[src/rtl/input_arbiter_fifo.sv]
// input_arbiter_fifo: NUM_CH-way valid/ready byte arbiter (fixed or round-robin)
// feeding a DEPTH-entry channel-tagged output FIFO with a starvation monitor.
module input_arbiter_fifo #(
    parameter int DATA_W  = 8,
    parameter int NUM_CH  = 2,
    parameter int DEPTH   = 4,
    parameter int RR_MODE = 0,
    localparam int CH_W   = $clog2(NUM_CH),
    localparam int LW     = $clog2(DEPTH) + 1
) (
    input  logic                     clk,
    input  logic                     reset,
    input  logic [NUM_CH*DATA_W-1:0] in_data,
    input  logic [NUM_CH-1:0]        in_valid,
    output logic [NUM_CH-1:0]        in_ready,
    output logic [DATA_W-1:0]        out_data,
    output logic [CH_W-1:0]          out_chan,
    output logic                     out_valid,
    input  logic                     out_ready,
    output logic [LW-1:0]            fifo_level,
    output logic                     overflow
);
    localparam int AW = $clog2(DEPTH);

    logic [DATA_W-1:0] r_data [DEPTH];
    logic [CH_W-1:0]   r_chan [DEPTH];
    logic [AW-1:0]     r_wr, r_rd;
    logic [LW-1:0]     r_cnt;
    logic [CH_W-1:0]   r_ptr, w_gidx;
    logic [7:0]        r_starve [NUM_CH];
    logic              w_gnt_any, w_full, w_push, w_pop;

    // Scan from the lowest priority up so the last hit is the winner.
    always_comb begin
        w_gidx    = '0;
        w_gnt_any = 1'b0;
        for (int k = NUM_CH; k >= 1; k--) begin
            int j;
            j = (RR_MODE != 0) ? (int'(r_ptr) + k) % NUM_CH : k - 1;
            if (in_valid[j]) begin
                w_gidx    = CH_W'(j);
                w_gnt_any = 1'b1;
            end
        end
    end

    assign w_full     = r_cnt == LW'(DEPTH);
    assign in_ready   = (!reset && !w_full && w_gnt_any) ? {{(NUM_CH-1){1'b0}}, 1'b1} << w_gidx : '0;
    assign w_push     = |(in_valid & in_ready);
    assign out_valid  = (r_cnt != '0) && !reset;
    assign w_pop      = out_valid && out_ready;
    assign out_data   = r_data[r_rd];
    assign out_chan   = r_chan[r_rd];
    assign fifo_level = r_cnt;

    always_ff @(posedge clk) begin
        if (reset) begin
            for (int i = 0; i < DEPTH; i++) begin
                r_data[i] <= '0;
                r_chan[i] <= '0;
            end
            for (int i = 0; i < NUM_CH; i++) r_starve[i] <= '0;
            r_wr     <= '0;
            r_rd     <= '0;
            r_cnt    <= '0;
            r_ptr    <= CH_W'(NUM_CH - 1);
            overflow <= 1'b0;
        end else begin
            if (w_push) begin
                r_data[r_wr] <= in_data[w_gidx*DATA_W +: DATA_W];
                r_chan[r_wr] <= w_gidx;
                r_wr         <= r_wr + 1'b1;
                r_ptr        <= w_gidx;
            end
            if (w_pop) r_rd <= r_rd + 1'b1;
            r_cnt <= r_cnt + LW'(w_push) - LW'(w_pop);
            for (int i = 0; i < NUM_CH; i++) begin
                if (!in_valid[i] || in_ready[i]) r_starve[i] <= '0;
                else if (r_starve[i] == 8'hFF) overflow <= 1'b1;
                else r_starve[i] <= r_starve[i] + 8'd1;
            end
        end
    end
endmodule
[config.mk]
export PLATFORM = sky130hd
export DESIGN_NAME = input_arbiter_fifo
export DESIGN_NICKNAME = d
export VERILOG_FILES = /design/src/rtl/input_arbiter_fifo.sv
export SDC_FILE = /design/constraint.sdc
export NUM_CORES = 1
export LEC_CHECK = 0
export CORE_MARGIN = 3
export CORE_UTILIZATION = 57
export CTS_BUF_LIST = sky130_fd_sc_hd__clkbuf_4
export DETAILED_ROUTE_END_ITERATION = 10
export HOLD_SLACK_MARGIN = 0.02
export PLACE_DENSITY = 0.81
export SLEW_MARGIN = 10
export SYNTH_ARGS = -nofsm -noshare
export SYNTH_HDL_FRONTEND = slang
export SYNTH_SLANG_ARGS = --single-unit
[constraint.sdc]
create_clock -name clk -period 3.9 [get_ports clk]
set_input_delay 1.17 -clock clk [delete_from_list [all_inputs] [get_ports clk]]
set_output_delay 1.17 -clock clk [all_outputs]
set_load 0.1 [all_outputs]
### After elaboration in Yosys (flattened, before gate mapping)

Memories as Yosys holds them, arrays and structs flattened. A register that Yosys moved wholly into a read port is not among the register bits.
Cells that the tools add are included.
Widths: inputs -> output; s select.

* $add $sub $neg: 6
* multiply operators: 0
* divide/modulo/power cells: 0
* $lt $le $gt $ge: 0
* eq/ne operators: 3
* shift operators: 2
* muxes and demuxes: 41
* bitwise gates (word level): 5
* reductions and logical operators: 14

Operators by type and width (count)
* $mux 8: 5
* $mux 1: 29
* $add 8x1->8 const B: 2
* $eq 8x8->1 const B: 2
* $shiftx 16x5->8: 1
* $mux 2: 7
* $reduce_or 8->1: 1
* $add 2x1->2 const B: 2
* $logic_and 1x1->1: 4
* $logic_not 1->1: 4
* $or 1x1->1: 4
* $add 3x1->3: 1
* $eq 3x3->1 const B: 1
* $reduce_bool 3->1: 1
* $sub 3x1->3: 1
* $and 2x2->2: 1
* $logic_or 1x1->1: 2
* $reduce_or 2->1: 1
* $shl 1x1->2 const A: 1
* $reduce_or 1->1: 1

* register bits after elaboration: 8
* latch bits: 0
* bits in writable memories: 52
* bits in read-only memories: 0
* output and inout port bits: 16
* logic and storage cells: 78
* memories kept: 3

Memories
* r_data: words 4, bits a word 8, read ports 1, clocked after Yosys merged registers in 1, write ports 4, line 25 `logic [DATA_W-1:0] r_data [DEPTH];`
* r_starve: words 2, bits a word 8, read ports 2, clocked after Yosys merged registers in 0, write ports 2, line 30 `logic [7:0] r_starve [NUM_CH];`
* r_chan: words 4, bits a word 1, read ports 1, clocked after Yosys merged registers in 1, write ports 4, line 26 `logic [CH_W-1:0] r_chan [DEPTH];`

### Longest topological paths before layout

* depth after elaboration: 12
* depth in mapped cells: 12

### Worst setup path before layout

OpenSTA, ideal clock, no wires.

* kind: input port to output port
* from: input port reset
* to: output port in_ready[0]
* arrival time: 3.647 ns
* required time: 2.730 ns
* slack: -0.917 ns
* stages on the path: 3
* path buffers: 2
* cell sequence: clkbuf_1 clkbuf_1 nor3_1

* cells in the longest elaborated chain, start to end: 4

Ends and longest elaborated chain
* start, declared: line 12 `input logic reset,`
* $logic_not 1->1: line 48 `assign in_ready = (!reset && !w_full && w_gnt_any) ? {{(NUM_CH-1){1'b0}}, 1'b1} << w_gidx : '0;`
* $logic_and 1x1->1 (2 in a row): line 48
* $mux 2: line 48
* end, declared: line 15 `output logic [NUM_CH-1:0] in_ready,`

Every way passes these cells.

### Final worst setup path

* from: input port in_valid[0]
* to: output port in_ready[1]

* cells in the longest elaborated chain, start to end: 3

Ends and longest elaborated chain
* start, declared: line 14 `input logic [NUM_CH-1:0] in_valid,`
* $mux 1: line 40 `if (in_valid[j]) begin`
* $shl 1x1->2 / $logic_and 1x1->1 (equally long branches): line 48
* $mux 2 *: line 48

Mark *: on every way between the ends. The rest lies on a longest branch, timed or not.

==> metrics.md <==
| Metric | Value |
|---|---|
| RSZ-0062 raised after global routing | false |
| Least-Margin Pin Slew | 0.966 ns |
| Max Freq | 279 MHz |
| Worst Setup Start Kind | input pin |
| Max Cap Viol | 0 |
| Synth cell types | 39 |
| Cts bufs inserted | 9 |
| Routability congestion estimate | 0.758 |
| Post-synthesis mux area share | 7.40% |
| WHS Path Cells | 2 |
| Final nets | approximately 320 |
| Die Height | between 70 and 80 µm |
| EDFF count, synth | 52 |
| VDD IR max | around 0.36 mV |
| Post-Route WL | slightly below 6 mm |
| Post-Synth Simple-Gate Area | about a fifth |
| Ys async rst share | 0% |
| Critical path destination | in_ready[1] |
| CP Class | in2out |
| Bufs on Longest Clock Path | 2 |
| CP arrival | 2.41 ns |
| Hold Vio Cnt, Final | 0 |
| Congestion Overflow GR | 0 |
| Initial antenna violation count | 0 |
| Skew-Pair Late Insertion Delay | approximately 0.41 ns |
| #FFs+latches synth | 62 |
| Die area | roughly 6200 µm² |
| Fin util | roughly 74% |
| Synth area leader | edfxtp_1 |
| Crit path launch | in_valid[0] |
| I/O pins | 37 |
| Syn Area/Cell | about 12 µm² |
| Synth Area in XOR/XNOR | 2.04% |
| Cts hold-fix bufs | 0 |
| WP buf/inv | 3 |
| Total number of vias | between 2000 and 2500 |
| Clock sink count | 62 |
| DR vias/cell | 5.76 |
| Syn Inst Count | 252 |
| Area Overhead vs Synth | 20.9% |
| Residual DRC | 0 |
| Most common cell after layout, fill and taps aside | edfxtp_1 |
| Crit path max-delay family | buffers and inverters |
| Max_slew headroom | 35.4% |
| ANT cells | 0 |
| R2R setup slack | 1.40 ns |
| Layout Skew | 0.0105 ns |
| First DRT Iteration DRCs | about 120 |
| Final setup vio count | 0 |
| Post-synth top area share | approximately 52% |
| Share of cells above drive strength 1 | between 10% and 20% |
| Largest family of logic cells by synthesized area | simple AND/OR/NAND/NOR gates |
| Core footprint | 4910 µm² |
| CTS Root Cell | clkbuf_4 |
| Syn Nets | 278 |
| Row cnt | 25 |
| Crit. End Element | output port |
| Static leakage | 1.35 nW |
| Post-synthesis compound-gate area fraction | between 7 and 8% |
| Critical Path Max Stage Delay | 0.47 ns |
| Clk pin slew, worst setup/hold paths | 0.11 ns |
| Outcome | finished clean |
| TNS Setup | 0 ns |
| WHS | 0.491 ns |
| Most frequent cells in the layout | edfxtp_1, nor2_1, buf_4 |
| Gr usage total | 21.8% |
| Type of the worst min-delay path | reg2reg |
| Total power | ~2.2 mW |
| Post-cts gate resize count | 0 |
| Critical-path cell with the highest stage delay | clkdlybuf4s50_1 |
| R2r endpoint | fifo_level[2]$_SDFF_PP0_ |
| Critical path required time | roughly 2.7 ns |
| Largest net degree at the start of global routing | 20 |
| Synth Area in Adders | 2.33% |
| Critical path fanouts, max | 5 |
| Slew Viols, Final | 0 |
| Synthesis Warnings | 0 |
| Vias in the first global route | 2134 |
| R2r worst-path depth | 10 |
| Dominant synthesized flop cell | edfxtp_1 |
| Fillers | roughly 340 |
| Worst path cell trace | clkdlybuf4s50_1 > inv_1 > nand2_1 > nor3_2 > buf_12 |
| Dominant cells by area after synthesis | edfxtp_1, mux4_2, dfxtp_1, nor2_1, a211o_1 |
| H-tree Lvls | 3 |
| Minimum clock period | 3.58 ns |
| PD cells | approximately 600 nW/µm² |
| Sequential element share of the synthesized area | 58.5% |
| Reg2reg start | fifo_level[1]$_SDFF_PP0_ |
| Setup WS pre-CTS | between 0.3 and 0.4 ns |
| Final Cycle Share | 91.8% |
| Setup Buffers After CTS | 0 |
| First-pass GRT wire length | 10.1 mm |
| FF/Latch Area | 1760 µm² |
| DIE WIDTH | 78.7 µm |
| IO Port Bufs | 36 |
| DP HPWL | 4.14 mm |
| First-pass iteration count of the detailed router | 4 |
| Initial Util | between 60% and 70% |
| Multi-input gate area | roughly 1200 µm² |
| Worst path depth | 5 |
| Worst Setup Slack, final | around 0.32 ns |
| CTS tree | built |
| Routed Antenna Nets | 0 |
| Drt wl/cell | 16.2 µm |
| Post-Synthesis Cell Area | around 3000 µm² |
power breakdown:
group	switching (mW)	total, mW	internal, mW
Clock	0.225	0.495	0.270
Sequential	0.0678	0.867	0.799
Combinational	0.579	0.823	0.244
how the worst min path moves through the flow:
stage / startpoint / end
floorplan: r_rd[1]$_SDFFE_PP0P_ / flop
global placement: r_rd[1]$_SDFFE_PP0P_ / r_rd[1]$_SDFFE_PP0P_
CTS: r_rd[1]$_SDFFE_PP0P_ / r_rd[1]$_SDFFE_PP0P_
detailed placement: r_rd[1]$_SDFFE_PP0P_ / flop
finish: r_rd[1]$_SDFFE_PP0P_ / r_rd[1]$_SDFFE_PP0P_
global route: r_rd[1]$_SDFFE_PP0P_ / flop
cell families after synthesis:
group                    count (synthesis)
buffers and inverters                   27
adder cells (fa/ha/maj)                  5
flip-flops                              62
AO/OA/AOI/OAI                           31
AND/OR/NAND/NOR                        109
multiplexers                            11
XOR/XNOR                                 7
stage by stage:
step | instances | instance area, µm²
floorplan | 252 | 3020
global placement | 352 | 3480
detailed placement | 352 | 3480
CTS | 367 | 3640
global route | 367 | 3640
finish | 367 | 3640
cells in the mapped netlist, drive strengths merged (3+ instances only):
cell,number
nand3b,8
nand4,4
ha,4
nand2,14
nor3b,4
clkbuf,10
a211oi,5
a21oi,4
nand3,9
nor3,11
inv,14
xor2,5
or3,9
a211o,8
o21ai,8
buf,3
mux4,9
edfxtp,52
dfxtp,10
nor2,35
nand2b,5
final cells by class:
cell class	instances	share of cell area [%]
clock buffers	11	2.27
clock inverters	4	1.99
inverters	14	1.44
multi-input cells	163	31.6
flip-flops and latches	62	48.4
well taps	67	2.30
repair buffers	46	12.0
layer usage:
| metal | GRT usage (%) | up-vias | wire length, µm |
|---|---|---|---|
| li1 | - | 1030 | - |
| met1 | 26.8 | 1007 | 2480 |
| met2 | 35.8 | 64 | 2970 |
| met3 | 4.82 | 13 | 345 |
| met4 | 11.4 | 0 | 150 |
| met5 | 0 | - | 0 |
worst reg2reg max path, cell delays in order (launching register included):
cell and delay, ns:
dfxtp_1 0.40, nor3_1 0.49, nor3b_1 0.14, ha_1 0.30, inv_1 0.06, ha_1 0.15, inv_1 0.05, fa_1 0.37
xor2_1 0.16, and2_1 0.17, nor3_1 0.13
state kept, by name (all words and copies together) (netlist names), named ones only:
register	count
overflow	1
r_data	32
r_chan	4
r_starve	16
fifo_level	3
r_rd	2
r_wr	2
No activity file was read; power rests on OpenSTA's default activity.
